===== config.mk =====
export PLATFORM = sky130hd
export DESIGN_NAME = c7bifu_fpipe
export DESIGN_NICKNAME = d
export VERILOG_FILES = /design/src/rtl/c7bifu_fpipe.sv
export SDC_FILE = /design/constraint.sdc
export NUM_CORES = 1
export LEC_CHECK = 0
export ABC_AREA = 1
export CAP_MARGIN = 30
export CORE_ASPECT_RATIO = 1.4
export CORE_UTILIZATION = 50
export CTS_CLUSTER_SIZE = 12
export DETAILED_ROUTE_END_ITERATION = 7
export PLACE_DENSITY = 0.86
export SYNTH_ARGS = -nofsm -noshare
export SYNTH_HDL_FRONTEND = slang
export SYNTH_SLANG_ARGS = --single-unit

===== constraint.sdc =====
create_clock -name clk -period 6.55 [get_ports clk]
set_clock_uncertainty 0.05 [all_clocks]
set_input_delay 1.31 -clock clk [delete_from_list [all_inputs] [get_ports clk]]
set_output_delay 1.31 -clock clk [all_outputs]
set_load 0.02 [all_outputs]

===== src/rtl/c7bifu_fpipe.sv =====
// c7bifu fetch pipe: PC generator, ICU request tracking and instruction queue.
// Define C7BIFU_FPIPE_PERF_EN to add the perf_bubble_cnt / perf_redirect_cnt outputs.
module c7bifu_fpipe #(
    parameter logic [31:0] RESET_PC    = 32'h1c000000,
    parameter int          FETCH_INSTS = 2,
    parameter int          MAX_OUTST   = 2,
    parameter int          IQ_DEPTH    = 8
) (
    input  logic                      clk,
    input  logic                      resetn,
    output logic [31:0]               ifu_icu_addr_ic1,
    output logic                      ifu_icu_req_ic1,
    input  logic                      icu_ifu_ack_ic1,
    input  logic                      icu_ifu_data_valid_ic2,
    input  logic [32*FETCH_INSTS-1:0] icu_ifu_data_ic2,
    input  logic                      exu_ifu_except,
    input  logic [31:0]               exu_ifu_isr_addr,
    input  logic                      exu_ifu_ertn,
    input  logic [31:0]               exu_ifu_ert_addr,
    input  logic                      exu_ifu_branch,
    input  logic [31:0]               exu_ifu_brn_addr,
    input  logic                      exu_ifu_stall,
    output logic                      inst_vld_f,
    output logic [31:0]               inst_f,
    output logic [31:0]               inst_addr_f
`ifdef C7BIFU_FPIPE_PERF_EN
    ,
    output logic [31:0]               perf_bubble_cnt,
    output logic [31:0]               perf_redirect_cnt
`endif
);
    localparam int OFF_W = (FETCH_INSTS > 1) ? $clog2(FETCH_INSTS) : 1;
    localparam int PTR_W = (IQ_DEPTH > 1) ? $clog2(IQ_DEPTH) : 1;
    localparam int CNT_W = $clog2(IQ_DEPTH + 1);
    localparam int TAG_W = (MAX_OUTST > 1) ? $clog2(MAX_OUTST) : 1;
    localparam logic [31:0] BLK_BYTES = 32'(FETCH_INSTS * 4);
    localparam logic [31:0] BLK_MASK  = ~(BLK_BYTES - 32'd1);

    logic [31:0]      fetch_pc;
    logic [31:0]      resp_base;
    logic             reset_pending;
    logic [2:0]       outst;
    logic [2:0]       drop_cnt;
    logic [CNT_W-1:0] count;
    logic [PTR_W-1:0] rd_ptr;
    logic [PTR_W-1:0] wr_ptr;
    logic [31:0]      iq_inst [IQ_DEPTH];
    logic [31:0]      iq_pc   [IQ_DEPTH];
    logic [OFF_W-1:0] tag_mem [MAX_OUTST];
    logic [TAG_W-1:0] tag_rd;
    logic [TAG_W-1:0] tag_wr;

    logic             flush;
    logic [31:0]      target;
    logic [31:0]      iq_used;
    logic             accept;
    logic             beat_drop;
    logic             beat_live;
    logic             pop;
    logic [OFF_W-1:0] req_off;
    logic [OFF_W-1:0] beat_off;
    logic [CNT_W-1:0] push_n;

    function automatic logic [TAG_W-1:0] tag_inc(input logic [TAG_W-1:0] p);
        return (int'(p) == MAX_OUTST - 1) ? '0 : p + 1'b1;
    endfunction

    always_comb begin
        flush = exu_ifu_except | exu_ifu_ertn | exu_ifu_branch;
        if (exu_ifu_except)
            target = exu_ifu_isr_addr;
        else if (exu_ifu_ertn)
            target = exu_ifu_ert_addr;
        else
            target = exu_ifu_brn_addr;
        // The redirect target is visible to the ICU in the flush cycle itself.
        ifu_icu_addr_ic1 = flush ? target : fetch_pc;

        // Queue space is reserved for every accepted request still awaiting data.
        iq_used = 32'(count) + 32'(outst) * 32'(FETCH_INSTS);
        ifu_icu_req_ic1 = !reset_pending
                        && ((32'(outst) + 32'(drop_cnt)) < 32'(MAX_OUTST))
                        && ((iq_used + 32'(FETCH_INSTS)) <= 32'(IQ_DEPTH));
        accept  = ifu_icu_req_ic1 & icu_ifu_ack_ic1;
        req_off = OFF_W'(ifu_icu_addr_ic1[31:2]) & OFF_W'(FETCH_INSTS - 1);

        beat_drop = icu_ifu_data_valid_ic2 && (drop_cnt != 3'd0);
        beat_live = icu_ifu_data_valid_ic2 && (drop_cnt == 3'd0) && (outst != 3'd0);
        beat_off  = tag_mem[tag_rd];
        push_n    = (beat_live && !flush) ? CNT_W'(FETCH_INSTS) - CNT_W'(beat_off) : '0;

        inst_vld_f  = (count != '0) && !flush;
        pop         = inst_vld_f && !exu_ifu_stall;
        inst_f      = iq_inst[rd_ptr];
        inst_addr_f = iq_pc[rd_ptr];
    end

    always_ff @(posedge clk) begin
        if (!resetn) begin
            fetch_pc      <= RESET_PC;
            resp_base     <= RESET_PC & BLK_MASK;
            reset_pending <= 1'b1;
            outst         <= 3'd0;
            drop_cnt      <= 3'd0;
            count         <= '0;
            rd_ptr        <= '0;
            wr_ptr        <= '0;
            tag_rd        <= '0;
            tag_wr        <= '0;
        end else begin
            reset_pending <= 1'b0;
            if (accept)
                fetch_pc <= (ifu_icu_addr_ic1 & BLK_MASK) + BLK_BYTES;
            else if (flush)
                fetch_pc <= target;

            if (flush) begin
                // Everything in flight becomes stale; a same-cycle ack carried the target.
                drop_cnt  <= drop_cnt + outst - {2'b00, beat_drop | beat_live};
                outst     <= {2'b00, accept};
                count     <= '0;
                rd_ptr    <= '0;
                wr_ptr    <= '0;
                resp_base <= target & BLK_MASK;
                tag_rd    <= '0;
                tag_wr    <= accept ? tag_inc('0) : '0;
            end else begin
                drop_cnt <= drop_cnt - {2'b00, beat_drop};
                outst    <= outst + {2'b00, accept} - {2'b00, beat_live};
                count    <= count + push_n - CNT_W'(pop);
                rd_ptr   <= rd_ptr + PTR_W'(pop);
                wr_ptr   <= wr_ptr + PTR_W'(push_n);
                if (beat_live) begin
                    resp_base <= resp_base + BLK_BYTES;
                    tag_rd    <= tag_inc(tag_rd);
                end
                if (accept)
                    tag_wr <= tag_inc(tag_wr);
            end
        end
    end

    // Storage arrays need no reset; occupancy is tracked by count and the pointers.
    always_ff @(posedge clk) begin
        for (int s = 0; s < FETCH_INSTS; s++) begin
            if (resetn && beat_live && !flush && (s >= int'(beat_off))) begin
                iq_inst[wr_ptr + PTR_W'(s - int'(beat_off))] <= icu_ifu_data_ic2[32*s +: 32];
                iq_pc[wr_ptr + PTR_W'(s - int'(beat_off))]   <= resp_base + 32'(4 * s);
            end
        end
        if (resetn && accept)
            tag_mem[flush ? '0 : tag_wr] <= req_off;
    end

`ifdef C7BIFU_FPIPE_PERF_EN
    always_ff @(posedge clk) begin
        if (!resetn) begin
            perf_bubble_cnt   <= 32'd0;
            perf_redirect_cnt <= 32'd0;
        end else begin
            if (!inst_vld_f && !exu_ifu_stall)
                perf_bubble_cnt <= perf_bubble_cnt + 32'd1;
            if (flush)
                perf_redirect_cnt <= perf_redirect_cnt + 32'd1;
        end
    end
`else
    // Build without performance counters.
`endif

endmodule

# ---- After elaboration in Yosys (flattened, before gate mapping)
# Memory sizes are Yosys's and may differ from the RTL's. A register that Yosys moved wholly into a read port is not among the register bits.
# Cells that the tools add are included.
dict set report classes {
  n_bitwise 5
  mux 26
  n_reduce_logical 22
  addsub 22
  magnitude_cmp 3
}
# operator n
set ops {}
lappend ops {{$mux 32} 6}
lappend ops {{$add 32x4->32 const B} 2}
lappend ops {{$add 32x3->32 const B} 1}
lappend ops {{$mux 1} 16}
lappend ops {{$add 3x3->3} 4}
lappend ops {{$logic_and 1x1->1} 12}
lappend ops {{$mux 3} 3}
lappend ops {{$sub 3x1->3} 3}
lappend ops {{$add 3x1->3} 2}
lappend ops {{$add 5x2->6 const B} 1}
lappend ops {{$le 6x4->1 const B} 1}
lappend ops {{$reduce_bool 3->1} 2}
lappend ops {{$add 4x4->5} 1}
lappend ops {{$add 3x3->4} 1}
lappend ops {{$add 4x4->4} 1}
lappend ops {{$lt 4x2->1 const B} 1}
lappend ops {{$mux 4} 1}
lappend ops {{$reduce_bool 2->1} 2}
lappend ops {{$reduce_bool 4->1} 1}
lappend ops {{$sub 1x1->2 const A} 2}
lappend ops {{$sub 4x1->4} 1}
lappend ops {{$logic_not 1->1} 3}
lappend ops {{$logic_not 3->1} 1}
lappend ops {{$or 1x1->1} 3}
lappend ops {{other kinds (6)} 7}
dict set report totals {
  input_bits 168
  memories 3
  reg_bits 83
  mem_bits_rw 514
  output_inout_bits 98
  wordCells 93
}
# memory words width read_ports rd_ports_with_merged_regs write_ports line_no
set memory_table {}
lappend memory_table {iq_inst 8 32 1 1 2 47} ;# logic [31:0] iq_inst [IQ_DEPTH];
lappend memory_table {iq_pc 8 32 1 1 2 48} ;# logic [31:0] iq_pc [IQ_DEPTH];
lappend memory_table {tag_mem 2 1 1 1 1 49} ;# logic [OFF_W-1:0] tag_mem [MAX_OUTST];

# ---- Depth between registers and ports, before layout
# Gate-level depths: netlist (run 1).
dict set report depth {
  ltp_word 8
  mapped_depth 19
  mapped_depth_nobuf 19
}

# ---- Least setup slack after synthesis (run 1)
# Ideal clock, no wire load.
dict set report synth_timing {
  path_kind {input -> register}
  start {input exu_ifu_except}
  end {memory iq_inst[0][0] (enable)}
  stages 7
  arrival_ns 6.396
  slack_ns -0.464
  cell_sequence {nor2_4 -> nand2_8 -> nor2_4 -> nand2_1 -> nor2_1 -> nand2_1 -> o21ai_0}
}
# item line_no
set synth_lines {}
lappend synth_lines {{start: declaration} 16} ;# input logic exu_ifu_except,
lappend synth_lines {{end: declaration} 47}

# ---- Worst setup path in the final report (run 1)
dict set report layout_timing {
  start {input exu_ifu_except}
  end {output ifu_icu_addr_ic1[2]}
}
dict set report layout_between {
  elab_chain_len 3
  word_cells_on_any_way 4
  cone_classes {mux (2); bitwise (2)}
}
# item line_no
set layout_lines {}
lappend layout_lines {{$or 1x1->1 (2 in a row)} 69} ;# flush = exu_ifu_except | exu_ifu_ertn | exu_ifu_branch;
lappend layout_lines {{$mux 32 *} -}
lappend layout_lines {{end: declaration} 11} ;# output logic [31:0] ifu_icu_addr_ic1,
# Every way passes the cells marked *; elsewhere a longest branch is shown, timed or not.

==> flow_summary_export.csv, run 1 <==
group,metric,value,unit
route,route.vias.total,22700,
pwr,leakagePower,12.4,nW
cells_and_area,final_area,33000,µm²
hold_path,min_path_cells,2,
logic_synthesis,yosys.area_share.simple,0.183,
cells_and_area,antenna_cells,0,
logic_synthesis,muxShareOfSynthArea,0,
placement,finalWeightedCongestion,0.921,
logic_synthesis,async_flop_share,0,
placement,preCtsSetupSlack,1210,ps
route,wire_per_inst,19.5,µm
cells_and_area,drive_above_1_share,0.0738,
logic_synthesis,syn_inst,3018,
clocking,clockBufferDepth,3,
clocking,clock-sinks,579,
global_routing,track_usage,0.261,
sta,worstMarginPinSlew,873,ps
floorplanning,die_w,203,µm
floorplanning,rows,102,
clocking,clk_latency,600,ps
setup_path,critPathKind,"input pin to primary output",
setup_path,worstSetupPathDepth,7,
clocking,post_cts_buffers,0,
cells_and_area,layout_common_cells,"542 x o21ai_0, 530 x nor2_1, 498 x edfxtp_1",
route,drt-total-wl,76700,µm
setup_path,worstPathCellList,"clkdlybuf4s50_1 > nor2_4 > nand2_8 > inv_4 > a21oi_1 > a21oi_1 > clkdlybuf4s50_1",
sta,fin_crit_sh,0.825,
logic_synthesis,synth_compound_area_frac,0.148,
route,via_per_inst,5.78,
logic_synthesis,synth_area,28300,µm²
placement,portBuffers,263,
cells_and_area,layout_commonest_cell,"o21ai_0",
placement,place_area,31300,µm²
cells_and_area,nets,3371,
clocking,hold_buffers,0,
sta,setup_tns,0,ps
setup_path,end_kind,"primary output",
pwr,powerDensity,238,nW/µm²
sta,rsz0062_at_grt,"no",
floorplanning,core_area,55500,µm²
floorplanning,die_h,283,µm
logic_synthesis,ys_types,54,
sta,maxSlewHeadroom,0.416,
setup_path,cp_max_fo,46,
clocking,cts-root-buf,"clkbuf_16",
clocking,cts_buffers,56,
route,remaining_drc_errors,0,
clocking,cts_tree,"yes",
placement,dpl.hpwl,47800,µm
sta,slew_violations,0,
logic_synthesis,synth_area_per_cell,9.36,µm²
global_routing,grt_max_degree,137,
global_routing,grt_pass1_vias,22300,
logic_synthesis,seq_area_frac_synth,0.587,
route,drtIter0Drc,2138,
setup_path,cp.arrival,4050,ps
logic_synthesis,synth_top_family_by_area,"simple AND/OR/NAND/NOR gates",
logic_synthesis,synth_xor_xnor_area_share,0.00341,
setup_path,setup.worst_path.start_class,"input pin",
logic_synthesis,yosysWarningCount,0,
clocking,h-tree-depth,2,
sta,worst_slack,1140,ps
global_routing,overflow,0,
route,postRouteAntennaNets,0,
sta,whs,461,ps
status,outcome,"complete, no violations",
floorplanning,die-area,57500,µm²
run,cap_viol_max_count,0,
setup_path,slowest_delay,720,ps
cells_and_area,areaGrowthSynthToFinish,16.7,%
clocking,postCtsResizedCells,0,
sta,hold_viol,0,
setup_path,required,5190,ps
logic_synthesis,synth_edf_count,498,
clocking,path_clk_slew,60,ps
floorplanning,start_util,0.509,
setup_path,critPathBufInv,3,
pwr,fin_total_pwr,7.86,mW
setup_path,crit_family,"buffers and inverters",
setup_path,cp_slowest_cell,"clkdlybuf4s50_1",
pwr,vdd_drop_max,0.000213,V
logic_synthesis,synth-seq-cells,579,
logic_synthesis,synth_fa_ha_area_frac,0.0174,
sta,fmaxAchievable,185,MHz
global_routing,grt_antenna_before_repair,1,
logic_synthesis,ys.flop_type,"edfxtp_1",
floorplanning,ios,266,
sta,finalSetupViolCount,0,
route,first_pass_iters,6,
sta,layout_min_cycle_time,5410,ps
hold_path,min_path_type,"register to register",
global_routing,grt_pass1_wl,118000,µm
setup_path,r2r_cells,10,
## kinds of logic (layout without fill, tap and decap cells)
logic type	Yosys count	count (layout)
xor+xnor	11	11
compound gates	781	781
flops	579	579
buf+inv	389	569
fa+ha+maj	35	35
simple gates	1222	1222
other cells	1	2
## flip-flops by register name (all words and copies together), names as in the netlist, named ones only
register / count
reset_pending: 1
outst: 3
count: 4
rd_ptr: 3
drop_cnt: 3
iq_inst: 256
resp_base: 29
wr_ptr: 3
tag_wr: 1
iq_pc: 240
tag_rd: 1
fetch_pc: 32
tag_mem: 2
## final timing paths
check / startpoint / slack, ps / end
setup / recovery: exu_ifu_except / 1140 / ifu_icu_addr_ic1[2]
hold / removal: fetch_pc[9] / 460 / fetch_pc[9]
setup reg to reg: tag_mem[0] / 2490 / iq_pc[0][17]
hold reg to reg: fetch_pc[9] / 460 / fetch_pc[9]
## Yosys cell counts, types with 10 or more instances
master / n / area (µm²)
a21oi_1: 42 / 210
nand4_1: 14 / 87.6
nand2_2: 27 / 169
ha_1: 28 / 350
buf_6: 15 / 169
dfxtp_1: 81 / 1620
nand3_2: 16 / 160
buf_2: 78 / 390
o22ai_1: 62 / 388
nor3_1: 14 / 70.1
nand2_1: 489 / 1840
buf_1: 10 / 37.5
o21ai_0: 550 / 2750
edfxtp_1: 498 / 15000
clkbuf_1: 106 / 398
nor2_2: 14 / 87.6
o211ai_1: 20 / 150
or2_2: 18 / 113
o21ai_1: 15 / 75.1
inv_1: 161 / 604
nor2_1: 530 / 1990
a31oi_1: 74 / 463
nand3_1: 69 / 345
## stage by stage
| stage | util | cells |
|---|---|---|
| detailed placement | 0.564 | 3836 |
| CTS | 0.593 | 3925 |
| global placement | 0.561 | 3829 |
| floorplan | - | 3019 |
| global route | 0.594 | 3927 |
| finish | 0.594 | 3927 |
## worst min-delay path, delay by kind of cell (launching register included)
kind,cells,cell delay [ps]
AOI/OAI and AO/OA,1,80
DFF,1,290
and+or+nand+nor,1,90
## cell type report
cell class                      count  area (µm²)
Timing Repair Buffer              310        3160
Tap cell                          728         911
Multi-Input combinational cell   2051       10000
Sequential cell                   579       16600
Inverter                          170         651
Clock inverter                      9         130
Clock buffer                       80        1510
Fill cell                        4459       22500
## layer usage
layer,track usage,wire (µm),vias up
met1,0.303,27300,10600
met4,0.111,2910,2
met3,0.0366,6410,201
met2,0.477,40100,1215
met5,0,13,-
li1,-,-,10700
## power by group
part	leakage [nW]	switching (mW)	total, mW	internal, mW
Combinational	6.40	0.413	0.701	0.289
Sequential	5.18	0.0747	4.14	4.06
Clock	0.792	1.32	3.03	1.70
Total	12.4	1.81	7.86	6.06
Note: power is estimated with default switching activity, not from simulation.
==> inputs of run 2 (changes only) <==
Clock period 6.55 ns to 4.6 ns, I/O delays scaled along.
==> flow_summary_export.csv, run 2 (synthesis results as in run 1) <==
group,metric,value,unit
status,outcome,"complete, no violations",
floorplanning,core_area,55500,µm²
pwr,leakagePower,12.4,nW
cells_and_area,antenna_cells,0,
cells_and_area,fin_util,0.595,
sta,layout_min_cycle_time,4410,ps
placement,preCtsSetupSlack,373,ps
cells_and_area,nets,3384,
route,via_per_inst,5.84,
cells_and_area,fillers,4415,
global_routing,overflow,0,
setup_path,rrSetupSlack,1130,ps
sta,worstMarginPinSlew,748,ps
clocking,post_cts_buffers,0,
cells_and_area,regMostFlops,"iq_inst",
cells_and_area,final_cells,3943,
cells_and_area,layout_common_cells,"542 x o21ai_0, 530 x nor2_1, 498 x edfxtp_1",
clocking,clk_latency,620,ps
setup_path,crit_family,"buffers and inverters",
floorplanning,ios,266,
setup_path,end_kind,"primary output",
setup_path,cp.arrival,3440,ps
setup_path,cp_max_fo,51,
pwr,vdd_drop_max,0.000284,V
global_routing,grt_pass1_wl,117000,µm
sta,worst_slack,189,ps
floorplanning,die_h,283,µm
placement,finalWeightedCongestion,0.910,
clocking,cts_buffers,56,
sta,fin_crit_sh,0.959,
run,cap_viol_max_count,0,
global_routing,grt_pass1_vias,22300,
placement,place_inst,3851,
setup_path,critPathBufInv,3,
sta,hold_viol,0,
clocking,clockBufferDepth,3,
setup_path,cp_slowest_cell,"clkdlybuf4s50_1",
setup_path,setup.worst_path.start_class,"register",
cells_and_area,layout_commonest_cell,"o21ai_0",
hold_path,min-delay-start,"tag_rd",
sta,maxSlewHeadroom,0.501,
setup_path,required,3630,ps
clocking,cts_tree,"yes",
setup_path,cp-startpoint,"rd_ptr[1]",
setup_path,worstPathCellList,"inv_4 > buf_4 > o21ai_0 > o22ai_1 > nor2_1 > a31oi_1 > clkdlybuf4s50_1",
global_routing,grt_antenna_before_repair,0,
route,remaining_drc_errors,0,
route,route.vias.total,23000,
clocking,clock-sinks,579,
hold_path,min_path_type,"register to register",
floorplanning,rows,102,
floorplanning,start_util,0.509,
route,postRouteAntennaNets,0,
route,drtIter0Drc,2062,
route,drt-total-wl,77000,µm
sta,fmaxAchievable,227,MHz
pwr,powerDensity,336,nW/µm²
route,wire_per_inst,19.5,µm
clocking,postCtsResizedCells,0,
sta,finalSetupViolCount,0,
cells_and_area,largest_reg_flops,256,
pwr,fin_total_pwr,11.1,mW
clocking,h-tree-depth,2,
sta,slew_violations,0,
floorplanning,die_w,203,µm
clocking,cts-root-buf,"clkbuf_16",
floorplanning,die-area,57500,µm²
cells_and_area,drive_above_1_share,0.0778,
cells_and_area,areaGrowthSynthToFinish,16.9,%
setup_path,critPathKind,"register to primary output",
global_routing,track_usage,0.262,
sta,rsz0062_at_grt,"no",
clocking,hold_buffers,0,
clocking,path_clk_slew,60,ps
placement,portBuffers,263,
placement,dpl.hpwl,47200,µm
setup_path,r2r_start,"outst[0]",
route,first_pass_iters,6,
setup_path,slowest_delay,700,ps
global_routing,grt_max_degree,107,
cells_and_area,top_regs,"iq_inst (256), iq_pc (240), fetch_pc (32)",
[run 2: area by class of cell]
| type | count | area, µm² | area share |
|---|---|---|---|
| clock buffer | 82 | 1520 | 0.0460 |
| timing repair buffer | 323 | 3250 | 0.0984 |
| sequential | 579 | 16600 | 0.502 |
| clock inverter | 10 | 83.8 | 0.00254 |
| tap | 728 | 911 | 0.0276 |
| multi-input combinational | 2051 | 10000 | 0.304 |
| inverter | 170 | 651 | 0.0197 |
[run 2: power by group]
part | internal [mW] | leakage [nW] | switching [mW]
Sequential | 5.78 | 5.18 | 0.106
Clock | 2.32 | 0.775 | 1.90
Combinational | 0.418 | 6.44 | 0.574
Total | 8.52 | 12.4 | 2.58
[run 2: worst reg2reg max path, cell delays in order (launching register included)]
cell and delay, ps:
dfxtp_1 420, inv_1 90, ha_1 190, inv_1 50
ha_1 150, inv_1 50, fa_1 480, o21bai_1 120
nand3_1 100, nor2_1 250, nand2_1 140, ha_1 290
inv_1 40, ha_1 180, fa_1 380, xor2_1 170
xor2_1 160, nor2_1 50
[run 2: worst paths after layout]
path,cells after the start,endpoint
max,7,inst_f[27]
min reg2reg,2,tag_rd
min,2,tag_rd
max reg2reg,17,outst[2]
[run 2: metal layers]
layer | part of all wire | wire length [µm] | up-vias | GRT usage
met3 | 0.086 | 6630 | 208 | 0.0354
met1 | 0.35 | 26600 | 10800 | 0.294
met4 | 0.041 | 3170 | 0 | 0.125
met5 | 0 | 0 | - | 0
li1 | - | - | 10700 | -
met2 | 0.53 | 40600 | 1290 | 0.483
[run 2: per-stage QoR]
stage | setup TNS, ps | cell area [µm²] | hold WS [ps]
floorplan | -274080 | 28300 | 412
global placement | 0 | 31400 | 420
detailed placement | 0 | 31400 | 428
CTS | 0 | 33000 | 444
global route | 0 | 33000 | 459
finish | 0 | 33000 | 444
